[src/rtl/lsu_pkg.sv]
// Shared encodings for the load/store unit: access sizes, FSM states and
// the default data-memory depth.
package lsu_pkg;

    localparam logic [1:0] SZ_BYTE = 2'b00;
    localparam logic [1:0] SZ_HALF = 2'b01;
    localparam logic [1:0] SZ_WORD = 2'b10;

    localparam int LSU_MEM_WORDS = 8192;

    typedef enum logic [1:0] {
        ST_IDLE    = 2'd0,
        ST_RD_WAIT = 2'd1,
        ST_WRITE   = 2'd2,
        ST_RESP    = 2'd3
    } lsu_state_t;

endpackage

[src/rtl/lsu_lane_align.sv]
// Little-endian lane handling for sub-word accesses: extracts and extends a
// byte/half from a memory word on loads, and merges new store data into the
// addressed lane of the old word for read-modify-write stores.
module lsu_lane_align
    import lsu_pkg::*;
(
    input  logic [31:0] word_i,
    input  logic [1:0]  lane_i,
    input  logic [1:0]  size_i,
    input  logic        signed_i,
    input  logic [31:0] new_i,
    output logic [31:0] ld_data_o,
    output logic [31:0] st_word_o
);

    logic [4:0]  shamt;
    logic [31:0] shifted;
    logic [31:0] lane_mask;

    // Halves use only addr[1]; word accesses are aligned so the shift is zero.
    always_comb begin
        shamt     = (size_i == SZ_HALF) ? {lane_i[1], 4'b0000} : {lane_i, 3'b000};
        shifted   = word_i >> shamt;
        lane_mask = (size_i == SZ_HALF) ? (32'h0000_FFFF << shamt)
                                        : (32'h0000_00FF << shamt);
        case (size_i)
            SZ_BYTE: ld_data_o = {{24{signed_i & shifted[7]}}, shifted[7:0]};
            SZ_HALF: ld_data_o = {{16{signed_i & shifted[15]}}, shifted[15:0]};
            default: ld_data_o = shifted;
        endcase
        st_word_o = (word_i & ~lane_mask) | ((new_i << shamt) & lane_mask);
    end

endmodule

[src/rtl/load_store_unit.sv]
// Load/store unit: turns single CPU load/store requests into word-wide
// memory strobes. Sub-word stores are done as read-modify-write since the
// memory has no byte enables. One request in flight at a time.
// Optional: define LSU_STATS_EN to add saturating completion counters
// (stat_loads, stat_stores, stat_errs).
module load_store_unit
    import lsu_pkg::*;
#(
    parameter int RD_LAT    = 1,
    parameter int MEM_WORDS = LSU_MEM_WORDS
) (
    input  logic        clk,
    input  logic        rst_n,
    input  logic        req_valid,
    output logic        req_ready,
    input  logic        req_write,
    input  logic [1:0]  req_size,
    input  logic        req_signed,
    input  logic [31:0] req_addr,
    input  logic [31:0] req_wdata,
    output logic        resp_valid,
    output logic [31:0] resp_rdata,
    output logic        resp_err,
    output logic [31:0] mem_addr,
    output logic        mem_read,
    output logic        mem_write,
    output logic [31:0] mem_wdata,
    input  logic [31:0] mem_rdata
`ifdef LSU_STATS_EN
    ,
    output logic [15:0] stat_loads,
    output logic [15:0] stat_stores,
    output logic [15:0] stat_errs
`endif
);

    lsu_state_t  state_q;
    logic        ready_q, rd_q, wr_q, rv_q, err_q;
    logic [31:0] addr_q, mwdata_q, rdata_q, nwdata_q;
    logic        write_q, signed_q;
    logic [1:0]  size_q, lane_q, cnt_q;
    logic        req_err;
    logic [31:0] ld_data, st_word;

    // Rejected accesses: illegal size, misalignment, or word index past the end.
    always_comb begin
        req_err = (req_size == 2'b11)
               || (req_size == SZ_HALF && req_addr[0])
               || (req_size == SZ_WORD && req_addr[1:0] != 2'b00)
               || ({2'b00, req_addr[31:2]} >= 32'(MEM_WORDS));
    end

    lsu_lane_align u_align (
        .word_i    (mem_rdata),
        .lane_i    (lane_q),
        .size_i    (size_q),
        .signed_i  (signed_q),
        .new_i     (nwdata_q),
        .ld_data_o (ld_data),
        .st_word_o (st_word)
    );

    // Access FSM; every interface output is a register set on state entry.
    always_ff @(posedge clk or negedge rst_n) begin
        if (!rst_n) begin
            state_q  <= ST_IDLE;
            ready_q  <= 1'b0;
            rd_q     <= 1'b0;
            wr_q     <= 1'b0;
            rv_q     <= 1'b0;
            err_q    <= 1'b0;
            addr_q   <= '0;
            mwdata_q <= '0;
            rdata_q  <= '0;
            nwdata_q <= '0;
            write_q  <= 1'b0;
            signed_q <= 1'b0;
            size_q   <= SZ_BYTE;
            lane_q   <= '0;
            cnt_q    <= '0;
        end else begin
            case (state_q)
                ST_IDLE: begin
                    if (ready_q && req_valid) begin
                        ready_q  <= 1'b0;
                        write_q  <= req_write;
                        size_q   <= req_size;
                        signed_q <= req_signed;
                        lane_q   <= req_addr[1:0];
                        nwdata_q <= req_wdata;
                        if (req_err) begin
                            state_q <= ST_RESP;
                            rv_q    <= 1'b1;
                            err_q   <= 1'b1;
                        end else if (req_write && req_size == SZ_WORD) begin
                            state_q  <= ST_WRITE;
                            addr_q   <= {req_addr[31:2], 2'b00};
                            wr_q     <= 1'b1;
                            mwdata_q <= req_wdata;
                        end else begin
                            // Loads and sub-word stores both start with a read.
                            state_q <= ST_RD_WAIT;
                            addr_q  <= {req_addr[31:2], 2'b00};
                            rd_q    <= 1'b1;
                            cnt_q   <= 2'(RD_LAT - 1);
                        end
                    end else begin
                        ready_q <= 1'b1;
                    end
                end
                ST_RD_WAIT: begin
                    if (cnt_q == 2'd0) begin
                        rd_q <= 1'b0;
                        if (write_q) begin
                            state_q  <= ST_WRITE;
                            wr_q     <= 1'b1;
                            mwdata_q <= st_word;
                        end else begin
                            state_q <= ST_RESP;
                            rv_q    <= 1'b1;
                            rdata_q <= ld_data;
                        end
                    end else begin
                        cnt_q <= cnt_q - 2'd1;
                    end
                end
                ST_WRITE: begin
                    state_q  <= ST_RESP;
                    wr_q     <= 1'b0;
                    mwdata_q <= '0;
                    rv_q     <= 1'b1;
                end
                ST_RESP: begin
                    state_q <= ST_IDLE;
                    rv_q    <= 1'b0;
                    err_q   <= 1'b0;
                    rdata_q <= '0;
                    addr_q  <= '0;
                    ready_q <= 1'b1;
                end
                default: state_q <= ST_IDLE;
            endcase
        end
    end

    assign req_ready  = ready_q;
    assign resp_valid = rv_q;
    assign resp_err   = err_q;
    assign resp_rdata = rdata_q;
    assign mem_addr   = addr_q;
    assign mem_read   = rd_q;
    assign mem_write  = wr_q;
    assign mem_wdata  = mwdata_q;

`ifdef LSU_STATS_EN
    logic [15:0] st_ld_q, st_st_q, st_er_q;

    // Saturating completion counters, advanced out of the response cycle.
    always_ff @(posedge clk or negedge rst_n) begin
        if (!rst_n) begin
            st_ld_q <= '0;
            st_st_q <= '0;
            st_er_q <= '0;
        end else if (state_q == ST_RESP) begin
            if (err_q) begin
                if (st_er_q != 16'hFFFF) st_er_q <= st_er_q + 16'd1;
            end else if (write_q) begin
                if (st_st_q != 16'hFFFF) st_st_q <= st_st_q + 16'd1;
            end else begin
                if (st_ld_q != 16'hFFFF) st_ld_q <= st_ld_q + 16'd1;
            end
        end
    end

    assign stat_loads  = st_ld_q;
    assign stat_stores = st_st_q;
    assign stat_errs   = st_er_q;
`endif

endmodule

[config.mk]
export PLATFORM = sky130hd
export DESIGN_NAME = load_store_unit
export DESIGN_NICKNAME = d
export VERILOG_FILES = /design/src/rtl/lsu_pkg.sv /design/src/rtl/lsu_lane_align.sv /design/src/rtl/load_store_unit.sv
export SDC_FILE = /design/constraint.sdc
export NUM_CORES = 1
export LEC_CHECK = 0
export CAP_MARGIN = 20
export CELL_PAD_IN_SITES_DETAIL_PLACEMENT = 2
export CELL_PAD_IN_SITES_GLOBAL_PLACEMENT = 2
export CORE_MARGIN = 5
export CORE_UTILIZATION = 29
export CTS_CLUSTER_SIZE = 28
export DETAILED_ROUTE_END_ITERATION = 8
export PLACE_DENSITY_LB_ADDON = 0.2
export SLEW_MARGIN = 40
export SYNTH_ARGS = -nofsm -noshare
export SYNTH_HDL_FRONTEND = slang
export SYNTH_SLANG_ARGS = --single-unit
[constraint.sdc]
create_clock -name clk -period 2.5 [get_ports clk]
set_input_delay 0.75 -clock clk [delete_from_list [all_inputs] [get_ports clk]]
set_output_delay 0.75 -clock clk [all_outputs]
set_load 0.01 [all_outputs]
### After elaboration in Yosys (flattened, before gate mapping)

Cells that the tools add are included.

* register bits: 143
* input port bits: 103
* output and inout port bits: 101
* logic and storage cells: 112

* $add $sub $neg: 1
* magnitude comparators: 1
* equality and inequality tests: 16
* shift operators: 4
* multiplexer cells: 45
* bitwise gates (word level): 6
* reductions and logical operators: 24

Operators by type and width (number)
* 32-bit two-way mux: 10
* 32-bit case mux with 2 select lines: 3
* 32-bit case mux with 3 select lines: 1
* 32-bit AND: 2
* 32-bit inverter: 1
* 32-bit OR: 1
* 16-bit by 5-bit left shift with 32-bit output (first input constant): 1
* 32-bit by 5-bit left shift with 32-bit output: 1
* 8-bit by 5-bit left shift with 32-bit output (first input constant): 1
* 32-bit by 5-bit >> shifter with 32-bit output: 1
* 30-bit by 14-bit greater-or-equal comparator with 1-bit output (second input constant): 1
* 2-bit inequality test (second input constant): 9
* 2-bit two-way mux: 8
* 1-bit two-way mux: 15
* 5-bit AND reduction: 2
* 3-bit AND reduction: 3
* 2-bit equality test (second input constant): 4
* 2-bit case mux with 4 select lines: 1
* 2-bit nonzero test: 4
* 2-bit by 1-bit equality test with 1-bit output (second input constant): 3
* 2-bit zero test: 3
* 1-bit case mux with 2 select lines: 3
* 6-bit AND reduction: 1
* 1-bit logical AND: 4
* 10 further kinds: 14

### Longest topological paths before layout

* depth after elaboration: 10
* gate-level depth with buffers: 9
* gate-level depth less buffers: 7

### Modules after synthesis

A second synthesis with hierarchy kept.

* cell total of the unflattened synthesis: 898
* area, all modules: 8222.9 um^2

By module, submodules not included
* load_store_unit: times used 1, cells an instance 719, area each 6986.7 um^2, sequential area each 3528.4 um^2
* lsu_lane_align: times used 1, cells an instance 179, area each 1236.2 um^2, sequential area each 0.0 um^2

### Least setup slack after synthesis

No wires, ideal clock.

* path type: input-to-reg
* start point: input port req_addr[17]
* end point: register mwdata_q[0], in the netlist mem_wdata[0]
* library setup time: 125 ps
* arrival time: 2068 ps
* required time: 2375 ps
* slack: 307 ps
* stages on the path: 6
* path buffers: 1
* cells stage by stage: nor4_1 nand4_1 o21ai_2 nand2_2 buf_6 mux2_4

* longest elaborated chain between the ends: 4

RTL lines
* start: declaration: line load_store_unit.sv:19 `input logic [31:0] req_addr,`
* 30-bit by 14-bit greater-or-equal comparator with 1-bit output: line load_store_unit.sv:50 `|| ({2'b00, req_addr[31:2]} >= 32'(MEM_WORDS));`
* 1-bit logical OR: line load_store_unit.sv:50
* 2-bit inequality test (no source line)
* 6-bit AND reduction (no source line)
* end signal: assignment: line load_store_unit.sv:99 `mwdata_q <= req_wdata;`
* end signal: assignment: line load_store_unit.sv:117 `mwdata_q <= st_word;`
* end: declaration: line load_store_unit.sv:39 `logic [31:0] addr_q, mwdata_q, rdata_q, nwdata_q;`

Every way passes these cells.
A chain may end at the register's enable or synchronous reset.

### Final worst setup path

* start point: input port req_addr[31]
* end point: register addr_q[12], in the netlist mem_addr[12]

* longest elaborated chain between the ends: 4

RTL lines
* 30-bit by 14-bit greater-or-equal comparator with 1-bit output: line load_store_unit.sv:50
* 1-bit logical OR: line load_store_unit.sv:50
* 2-bit inequality test (no source line)
* 3-bit AND reduction (no source line)
* end signal: assignment: line load_store_unit.sv:97 `addr_q <= {req_addr[31:2], 2'b00};`
* end signal: assignment: line load_store_unit.sv:103 `addr_q <= {req_addr[31:2], 2'b00};`
* end: declaration: line load_store_unit.sv:39

Every way passes these cells.

==> out/metrics.yaml <==
outcome:
  status: "finished, final reports clean"
final_layout:
  fill_cells: 2357
  utilization_pct: 43.4
  n_antenna_cell: 0
  nets: 951
  area_growth_pct: 48.4
  multiInputGateArea_um2: 3020
  layout-drive-gt1-share_pct: 15.9
  ff_latch_area_um2: 3130
  stdcell_count: 1141
detailed_routing:
  drt-wirelength-per-cell_um: 22.9
  ant_nets: 0
  vias: 5935
  vias_per_cell: 5.20
  drtIter0Drc: 283
  dr.pass1.iters: 4
  drt_wl_total_um: 26100
  route.detailed.drc: 0
logic_synthesis:
  synth_edf_count: 0
  ys_seq_area_share_pct: 47.7
  synth_cell_type_count: 53
  synthesis.area_um2: 6550
  synth_largest_area_cell: "dfrtp_1"
  avgSynthCellArea_um2: 10.5
  yosysWarnings: 0
  synth_cells: 627
  ys_top_cells_by_count: "dfrtp_1 (125), nand2_1 (51), nor2_1 (51)"
  async_flop_share_pct: 100
  ys_ff_latch: 125
  yosysMostFrequentCell: "dfrtp_1"
  ys.flop_type: "dfrtp_1"
  synth.top_cell.area_share_pct: 47.7
  ys_top_cells_by_area: "dfrtp_1 (48%), mux2_4 (6.6%), a221o_1 (5.7%), mux2i_1 (4.6%), o22ai_1 (3.1%)"
floorplan:
  die_h_um: 160
  die_x_um: 160
  design.portCount: 204
  die_area_um2: 25700
  core_area_um2: 22400
  rows: 55
  start_util_pct: 29.2
clock_tree:
  postCtsHoldBufs: 0
  cts.repair.resized: 0
  cts_tree: "yes"
  clk_latency_ps: 430
  root_buffer: "clkbuf_16"
  h-tree-depth: 4
  cts.sinks: 125
  clk_path_buf_depth: 2
  cts_setup_buffers: 0
  numCtsBuffers: 17
  clk_pin_slew_ps: 60
timing:
  min_period_ps: 2340
  relSlewSlack_pct: 56.9
  slew_violations: 0
  layout_setup_ws_ps: 161
  fmax_mhz: 428
  finalHoldViolCount: 0
  rsz0062_at_grt: "no"
  setup_viol: 0
  period_share_pct: 93.6
  finalClockSkew_ps: 11.2
  tightestPinTransition_ps: 644
  setup-tns-final_ps: 0
worst_setup_path:
  cp_max_fo: 22
  required_ps: 2800
  crit_type: "in -> reg"
  cp-end-kind: "flip-flop"
  crit_path_start: "req_addr[31]"
  r2r-start: "size_q[1]"
  cp_data_arrival_time_ps: 2640
  critPathLaunchType: "input pin"
grt:
  first_global_vias: 6885
  overflow: 0
  antenna_found_initial: 0
  grt_max_degree: 54
  busiest_layer: "met2"
  grt_pass1_wl_um: 41100
  use_met2_pct: 36.6
  use_met3_pct: 5.06
  track_usage_pct: 20.6
  use_met1_pct: 24.5
placement:
  post-place-ws_ps: -325
  dp_hpwl_um: 19600
  portBuffers: 201
  place_congestion: 0.811
  dp.cells: 1109
pwr:
  peakVddDrop_mv: 0.656
  p_per_area_nw_per_um2: 1250
  leakagePower_nw: 4.49
flow_run:
  drv_cap: 0
hold_path:
  min_path_type: "in -> async"
## registers in the layout (all words and copies together), names as in the netlist
register	cells
mem_wdata	32
resp_rdata	32
mem_addr	30
nwdata_q	16
cnt_q	2
lane_q	2
size_q	2
state_q	2
mem_read	1
mem_write	1
req_ready	1
resp_err	1
resp_valid	1
signed_q	1
write_q	1
## worst max-delay path, stage by stage
cell and delay [ps]:
clkdlybuf4s50_1 400, nor4_1 340, nand4_1 200, buf_4 200, nor3_4 220, buf_12 190, nor2_1 70, a221o_1 260
## final timing paths
| check | endpoint | cells past startpoint | slack, ps |
|---|---|---|---|
| worst min-delay path | mem_wdata[2] | 1 | 200 |
| min in group clk | mem_addr[24] | 1 | 490 |
| worst min register to register | mem_addr[24] | 1 | 490 |
| worst max-delay path | mem_addr[12] | 8 | 160 |
| worst max register to register | mem_wdata[29] | 6 | 180 |
| max in group asynchronous | lane_q[1] | 2 | 1660 |
## cell families after synthesis
kind of cell,count (synthesis),share of synthesized area (%)
other cells,1,0.0572
simple gates,165,12.1
flops,125,47.7
fa+ha+maj,5,0.955
compound gates,162,18.3
mux,77,14.5
buf+inv,92,6.38
## layout make-up
class	count	area share (%)
clock buffers	19	4.55
clock inverters	13	2.20
inverters	43	1.66
multi-input cells	411	31.0
flip-flops and latches	125	32.2
well taps	285	3.67
repair buffers	245	24.7
## cells in the final DEF (no fill, tap or decap), types with 3 or more instances in the layout
master and count:
o22ai_1 32, buf_4 39, ha_1 5, mux2i_1 30, mux2_2 16, bufinv_16 5, clkinv_4 4, clkbuf_16 17
nand2_1 51, nand3_1 19, nor2_1 50, a22o_1 8, o221ai_1 16, buf_12 5, o21ai_1 3, nand2b_1 4
mux2_4 29, nor2b_1 3, and2_1 18, inv_1 43, a21o_1 9, a21oi_1 12, dfrtp_1 124, nor3_1 4
nor4_1 3, a221o_1 37, o21ai_0 31, clkdlybuf4s50_1 200
## power breakdown
group / internal [W] / leakage, nW / switching, W
combinational: 0.00299 / 2.53 / 0.00314
sequential: 0.00267 / 1.65 / 0.000561
clock: 0.00180 / 0.314 / 0.00101
total: 0.00746 / 4.49 / 0.00471
## through the flow
step / total power, W / area [um2] / hold WS (ps)
5_1_grt: 0.0129 / 9730 / 211
2_1_floorplan: 0.00694 / 6560 / 454
3_3_place_gp: 0.00918 / 9070 / 469
6_report: 0.0122 / 9730 / 203
4_1_cts: 0.0123 / 9730 / 203
3_5_place_dp: 0.00941 / 9070 / 473
## layer usage
| layer | routed length, um | vias to the layer above |
|---|---|---|
| met1 | 10800 | 3023 |
| met5 | 0 | - |
| met3 | 1270 | 37 |
| li1 | - | 2688 |
| met4 | 614 | 0 |
| met2 | 13400 | 187 |
Power figures use the tool's default switching activity.
